===== config.mk =====
export PLATFORM = sky130hd
export DESIGN_NAME = ctr_load_arbiter_flat
export DESIGN_NICKNAME = d
export VERILOG_FILES = /design/src/rtl/ctr_load_arbiter_if.sv /design/src/rtl/ctr_load_arbiter.sv /design/src/flat_wrapper.sv
export SDC_FILE = /design/constraint.sdc
export NUM_CORES = 1
export LEC_CHECK = 0
export CORE_MARGIN = 2
export CORE_UTILIZATION = 61
export DETAILED_ROUTE_END_ITERATION = 6
export DONT_BUFFER_PORTS = 1
export GPL_ROUTABILITY_DRIVEN = 1
export GPL_TIMING_DRIVEN = 0
export PLACE_DENSITY_LB_ADDON = 0.1
export SYNTH_ARGS = -nofsm -noshare
export SYNTH_HDL_FRONTEND = slang
export SYNTH_SLANG_ARGS = --single-unit

===== constraint.sdc =====
create_clock -name clk -period 2.37 [get_ports clk]
set_input_delay 0.474 -clock clk [delete_from_list [all_inputs] [get_ports clk]]
set_output_delay 0.474 -clock clk [all_outputs]
set_load 0.005 [all_outputs]

===== src/rtl/ctr_load_arbiter_if.sv =====
// Load-request handshake between requesters and the arbiter.
// req_valid/req_data from requesters, req_ready back per requester.
interface ctr_load_arbiter_if;
   logic [1:0]  req_valid;
   logic [15:0] req_data;
   logic [1:0]  req_ready;

   modport master (
      output req_valid,
      output req_data,
      input  req_ready
   );

   modport slave (
      input  req_valid,
      input  req_data,
      output req_ready
   );
endinterface


===== src/rtl/ctr_load_arbiter.sv =====
// Owns one 8-bit load/increment counter: reset sequencing, round-robin
// load arbitration (req), counter drive (ctr_*), wrap count/irq, busy.
module ctr_load_arbiter #(
   parameter int RST_CYCLES = 3,
   parameter int MIN_GAP    = 2
) (
   input  logic                 clk,
   input  logic                 rst,
   input  logic                 sw_clr,
   ctr_load_arbiter_if.slave    req,
   output logic                 ctr_rst_n,
   output logic                 ctr_load,
   output logic [7:0]           ctr_d,
   input  logic                 ctr_co,
   output logic                 gnt_id,
   output logic [15:0]          wrap_cnt,
   output logic                 wrap_irq,
   output logic                 busy
);

   localparam int CMAX = (RST_CYCLES > MIN_GAP) ? RST_CYCLES : MIN_GAP;
   localparam int CW   = $clog2(CMAX + 1);

   localparam logic [CW-1:0] HOLD_LAST = CW'(RST_CYCLES - 1);
   localparam logic [CW-1:0] GAP_LAST  =
      (MIN_GAP > 0) ? CW'(MIN_GAP - 1) : '0;

   typedef enum logic [1:0] {
      HOLD = 2'd0,
      RUN  = 2'd1,
      GAP  = 2'd2
   } state_t;

   state_t        state;
   logic [CW-1:0] cnt;
   logic          rr;

   logic [1:0]    gnt;
   logic          xfer;
   logic          sel;
   logic [7:0]    sel_data;

   // Grant is built only from valid, state and the rr pointer, so it
   // never loops back through req_ready.  rst/sw_clr block transfers.
   always_comb begin
      gnt = 2'b00;
      if (state == RUN && !rst && !sw_clr) begin
         unique case (1'b1)
            (req.req_valid == 2'b11): gnt = rr ? 2'b10 : 2'b01;
            default:                  gnt = req.req_valid;
         endcase
      end
   end

   assign req.req_ready = gnt;
   assign xfer          = |gnt;
   assign sel           = gnt[1];
   assign sel_data      = sel ? req.req_data[15:8] : req.req_data[7:0];

   always_ff @(posedge clk) begin
      if (rst) begin
         state     <= HOLD;
         cnt       <= '0;
         rr        <= 1'b0;
         ctr_rst_n <= 1'b0;
         ctr_load  <= 1'b0;
         ctr_d     <= 8'h00;
         gnt_id    <= 1'b0;
         wrap_cnt  <= 16'h0000;
         wrap_irq  <= 1'b0;
         busy      <= 1'b1;
      end else begin
         // Carry-out is meaningless while the counter is held in reset.
         if (state != HOLD && ctr_co) begin
            wrap_irq <= 1'b1;
            if (wrap_cnt != 16'hFFFF)
               wrap_cnt <= wrap_cnt + 16'd1;
         end else begin
            wrap_irq <= 1'b0;
         end

         if (sw_clr) begin
            state     <= HOLD;
            cnt       <= '0;
            ctr_rst_n <= 1'b0;
            ctr_load  <= 1'b0;
            busy      <= 1'b1;
         end else begin
            unique case (state)
               HOLD: begin
                  ctr_load <= 1'b0;
                  if (cnt == HOLD_LAST) begin
                     state     <= RUN;
                     cnt       <= '0;
                     ctr_rst_n <= 1'b1;
                     busy      <= 1'b0;
                  end else begin
                     cnt <= cnt + 1'b1;
                  end
               end
               RUN: begin
                  if (xfer) begin
                     ctr_load <= 1'b1;
                     ctr_d    <= sel_data;
                     gnt_id   <= sel;
                     rr       <= ~sel;
                     cnt      <= '0;
                     if (MIN_GAP > 0) begin
                        state <= GAP;
                        busy  <= 1'b1;
                     end
                  end else begin
                     ctr_load <= 1'b0;
                  end
               end
               GAP: begin
                  ctr_load <= 1'b0;
                  if (cnt == GAP_LAST) begin
                     state <= RUN;
                     cnt   <= '0;
                     busy  <= 1'b0;
                  end else begin
                     cnt <= cnt + 1'b1;
                  end
               end
               default: begin
                  state     <= HOLD;
                  cnt       <= '0;
                  ctr_rst_n <= 1'b0;
                  ctr_load  <= 1'b0;
                  busy      <= 1'b1;
               end
            endcase
         end
      end
   end

endmodule

===== src/flat_wrapper.sv =====
// flat-port wrapper written by rule: the top's interface ports become plain ports
module ctr_load_arbiter_flat 
#(
   parameter int RST_CYCLES = 3,
   parameter int MIN_GAP    = 2
)
  (clk, rst, sw_clr, ctr_rst_n, ctr_load, ctr_d, ctr_co, gnt_id, wrap_cnt, wrap_irq, busy, req_req_valid, req_req_data, req_req_ready);
  ctr_load_arbiter_if req_i ();
  input  logic clk;
  input  logic rst;
  input  logic sw_clr;
  output logic ctr_rst_n;
  output logic ctr_load;
  output logic [7:0] ctr_d;
  input  logic ctr_co;
  output logic gnt_id;
  output logic [15:0] wrap_cnt;
  output logic wrap_irq;
  output logic busy;
  input wire logic [$bits(req_i.req_valid)-1:0] req_req_valid;
  input wire logic [$bits(req_i.req_data)-1:0] req_req_data;
  output wire logic [$bits(req_i.req_ready)-1:0] req_req_ready;
  assign req_i.req_valid = req_req_valid;
  assign req_i.req_data = req_req_data;
  assign req_req_ready = req_i.req_ready;
  ctr_load_arbiter #(.RST_CYCLES(RST_CYCLES), .MIN_GAP(MIN_GAP)) u_core (.clk(clk), .rst(rst), .sw_clr(sw_clr), .req(req_i), .ctr_rst_n(ctr_rst_n), .ctr_load(ctr_load), .ctr_d(ctr_d), .ctr_co(ctr_co), .gnt_id(gnt_id), .wrap_cnt(wrap_cnt), .wrap_irq(wrap_irq), .busy(busy));
endmodule

Yosys cells after proc, flatten, opt, wreduce, memory -nomap -nowiden
Cells that the tools add are included.

RAM bits: 0. Input port bits: 22. Word-level logic and storage cells: 60. Memories: 0. Latch bits: 0. Output and inout port bits: 31. Register bits: 34. Memory bits (read-only): 0.

Bitwise logic cells: 4. $mul: 0. Reduce and logical (&&, ||, !) cells: 15. Multiplexer cells: 20. Divide/modulo/power cells: 0. $add $sub $neg: 2. Shift-type cells: 0. Equality and inequality tests: 9. $lt $le $gt $ge: 0.

Operators by type and width (number): 2-bit two-way mux (9); 16-bit by 1-bit adder with 16-bit output, second input constant (1); 16-bit != test, second input constant (1); 2-bit one-hot mux with 3 select lines (2); 8-bit two-way mux (1); 2-bit == test, second input constant (3); 1-bit two-way mux (6); 2-bit by 1-bit != test with 1-bit output, second input constant (3); 3-bit AND reduction (2); 2-bit OR reduction (3); 2-bit by 1-bit == test with 1-bit output, second input constant (2); 1-bit NOT (4); 2-bit AND reduction (2); 1-bit logical AND (3); 1-bit one-hot mux with 3 select lines (1); 3-bit OR reduction (1); 2-bit by 1-bit adder with 2-bit output, second input constant (1); 1-bit zero test (2); 2-bit zero test (1); 1-bit one-hot mux with 2 select lines (1); 2-bit nonzero test (1).

Logic depth before layout (Yosys ltp)
Word-level depth: 7. Mapped depth: 7. Depth with buffers taken out: 7.

Worst setup path after synthesis
OpenSTA, ideal clock, no wires.

Kind: flip-flop to flip-flop. Start: register u_core.state[0]. End: register u_core.wrap_cnt[15]. Setup time: 0.117 ns. Arrival: 1.666 ns. Data required time: 2.253 ns. Clock period less this slack: 1.783 ns. Stages on the path, launching flop included: 8. Path slack: 0.587 ns. Path buffers: 0. Path through: dfxtp_1 > inv_1 > ha_1 > nand4b_1 > or3_4 > nor4_2 > xnor2_1 > nor2_1.

Word-level cells in the longest chain between the ends: 3.

Ends and longest elaborated chain: start, declared (RTL line ctr_load_arbiter.sv:34) `state_t state;`; start signal, assigned (RTL line ctr_load_arbiter.sv:62) `state <= HOLD;`; start signal, assigned (RTL line ctr_load_arbiter.sv:83) `state <= HOLD;`; start signal, assigned (RTL line ctr_load_arbiter.sv:93) `state <= RUN;`; 2-bit nonzero test (RTL line ctr_load_arbiter.sv:74) `if (state != HOLD && ctr_co) begin`; 1-bit logical AND (RTL line ctr_load_arbiter.sv:74); 2-bit AND reduction (no source line); end signal, assigned (RTL line ctr_load_arbiter.sv:77) `wrap_cnt <= wrap_cnt + 16'd1;`; end, declared (RTL line ctr_load_arbiter.sv:16) `output logic [15:0] wrap_cnt,`.

Every way passes these cells. A chain may end at the register's enable or synchronous reset.

Worst setup path after layout
Start: register u_core.state[0]. End: register u_core.wrap_cnt[12].

Same word-level chain as after synthesis.

==> flow_summary.yaml <==
worst_hold_path:
  hold_end: "u_core.rr"
  worstHoldStart: "req_req_valid[1]"
  hold_path_class: "in -> reg"
  whs_path_depth: 1
power:
  p_leak_nw: 0.587
  ir_worst_vdd_mv: 0.518
  power.density_nw_per_um2: 567
  p_total_w: 0.000948
timing:
  relSlewSlack: 0.648
  drv_slew: 0
  fin_crit_ns: 2.07
  finalWorstSetupSlack_ns: 0.304
  tns_ns: 0
  max_freq_mhz: 484
  worstMarginPinSlew_ns: 0.526
  finalCritPeriodShare: 0.872
  hold_viol_final: 0
  rsz0062_at_grt: "no"
  setup-violations-final: 0
  finClkSkew_ns: 0.0116
detailed_routing:
  viasPerCell: 6.01
  routedWlPerCell_um: 14.6
  first_pass_iters: 4
  drc: 0
  drtIter0Drc: 24
  vias: 1316
  drt_wl_total_um: 3200
  ant_nets: 0
die:
  chipHeight_um: 54.8
  start_util: 0.641
  io_pins: 53
  design.core.area_um2: 2450
  fp.dieArea_um2: 3000
  rows: 18
  die_w_um: 54.8
synth:
  syn_inst: 181
  synth_fp_nets: 208
  synth_ff_type: "dfxtp_1"
  synth_largest_area_cell: "dfxtp_1"
  ys_types: 41
  synth_common_cells: "dfxtp_1 (34), nor2_1 (26), nand2_1 (17)"
  synth_seq_cells: 34
  synth_warnings: 0
  async_reset_ff_frac: 0
  yosysTopAreaCellShare: 0.433
  synth.area.top_cells: "dfxtp_1 (43%), nor2_1 (6.2%), a21oi_1 (4.5%)"
  syn_area_um2: 1570
  yosysMostFrequentCell: "dfxtp_1"
  ys_seq_area_frac: 0.433
  syn_avg_cell_area_um2: 8.69
  synth_edf_count: 0
grt:
  antenna_found_initial: 0
  grt_max_degree: 12
  overflow: 0
  grt_pass1_wl_um: 4650
  grt_usage: 0.219
  grt_pass1_vias: 1122
clocking:
  cts_root_buffer: "clkbuf_4"
  h-tree-depth: 2
  numCtsBuffers: 5
  clock-sinks: 34
  clock_path_buffers: 2
  clk_pin_slew_ns: 0.11
  ctsResizeCount: 0
  cts_tree: "done"
  clkLatencyLatePin_ns: 0.33
  holdBufCountCts: 0
  post_cts_buffers: 0
cells_and_area:
  area_growth_pct: 6.44
  drive_gt1_frac: 0.111
  nNetsFinal: 215
  diodes: 0
critical_path:
  criticalPathCategory: "reg -> reg"
  timing.rr.end: "u_core.wrap_cnt[12]"
  ff2ff_setup_slack_ns: 0.30
  end_kind: "flip-flop"
  start_kind: "flip-flop"
  reg2reg_from: "u_core.state[0]"
  cp_data_arrival_time_ns: 2.29
  crit_chain: "inv_1, ha_1, nor2b_1, nand4_1, or3_1, mux2i_1, nor2_1"
  r2r_cells: 7
  crit_required_ns: 2.59
  cp_max_fo: 6
  crit_family: "simple AND/OR/NAND/NOR gates"
  cp_slowest_cell: "or3_1"
  slowest_delay_ns: 0.39
  path_buf_inv: 1
outcome:
  status: "finished clean"
placed_design:
  place_ws_ns: 0.324
  place_hpwl_um: 2350
  place.gp.congestion: 0.762
  port_buffers: 0
run:
  cap_viol_max_count: 0
[stage by stage]
stage | utilization | area [µm²] | hold WS (ns) | instances
global route | 0.682 | 1670 | 0.243 | 219
floorplan | - | 1570 | 0.451 | 181
global placement | 0.656 | 1610 | 0.466 | 211
detailed placement | 0.656 | 1610 | 0.470 | 211
CTS | 0.682 | 1670 | 0.254 | 219
finish | 0.682 | 1670 | 0.262 | 219
[cell families after synthesis]
kind of cell,Yosys count,synth area share
xor+xnor,12,0.0668
compound gates,34,0.138
buf+inv,13,0.0350
mux,3,0.0199
fa+ha+maj,5,0.0398
flops,34,0.433
simple gates,80,0.267
[worst register-to-register path, cell delays in order, from the launching register on]
cell and delay, ns:
dfxtp_1 0.38, inv_1 0.09, ha_1 0.26, nor2b_1 0.36, nand4_1 0.27, or3_1 0.39, mux2i_1 0.16, nor2_1 0.05
[final cells by class]
type,count,area (µm²)
Sequential cell,34,681
Fill cell,224,781
Clock inverter,2,12.5
Buffer,6,28.8
Clock buffer,6,51.3
Tap cell,30,37.5
Inverter,7,26.3
Multi-Input combinational cell,134,837
[registers in the layout, indices dropped and copies added, names as in the netlist]
name / flops
u_core.ctr_load: 1
u_core.wrap_irq: 1
u_core.busy: 1
u_core.ctr_rst_n: 1
u_core.rr: 1
u_core.ctr_d: 8
u_core.cnt: 2
u_core.state: 2
u_core.gnt_id: 1
u_core.wrap_cnt: 16
[worst max-delay path by stage]
stage,endpoint,cells past startpoint,from
after floorplan,u_core.wrap_cnt[15],7,u_core.state[0]
after global placement,u_core.wrap_cnt[12],7,u_core.state[0]
after detailed placement,u_core.wrap_cnt[12],7,u_core.state[0]
after CTS,req_req_ready[1],4,u_core.state[1]
after global routing,u_core.wrap_cnt[12],7,u_core.state[0]
final,u_core.wrap_cnt[12],7,u_core.state[0]
[power by group]
group          internal (W)  leakage [nW]   total, W  switching (W)
Combinational     0.0000113         0.279  0.0000292      0.0000180
Clock              0.000143        0.0343   0.000341       0.000199
Sequential         0.000575         0.274   0.000578     0.00000341
[cells in the final DEF, fill, tap and decap left out, drive strengths merged, types with 4 or more instances in the layout]
cell / n
a21oi: 14
ha: 5
nand4: 6
nor3: 6
nor2: 26
o21ai: 5
a22oi: 8
inv: 7
dfxtp: 34
xor2: 6
nand2: 18
xnor2: 6
nand3: 5
nor2b: 4
clkbuf: 9
[layer usage]
layer,track usage,vias to the layer above,share of wire,wire (µm)
met5,0,-,0,0
met4,0.0750,0,0.0075,24
met3,0.0628,4,0.063,203
li1,-,646,-,-
met2,0.381,47,0.52,1650
met1,0.255,619,0.41,1320
No activity file was read; power rests on OpenSTA's default activity.
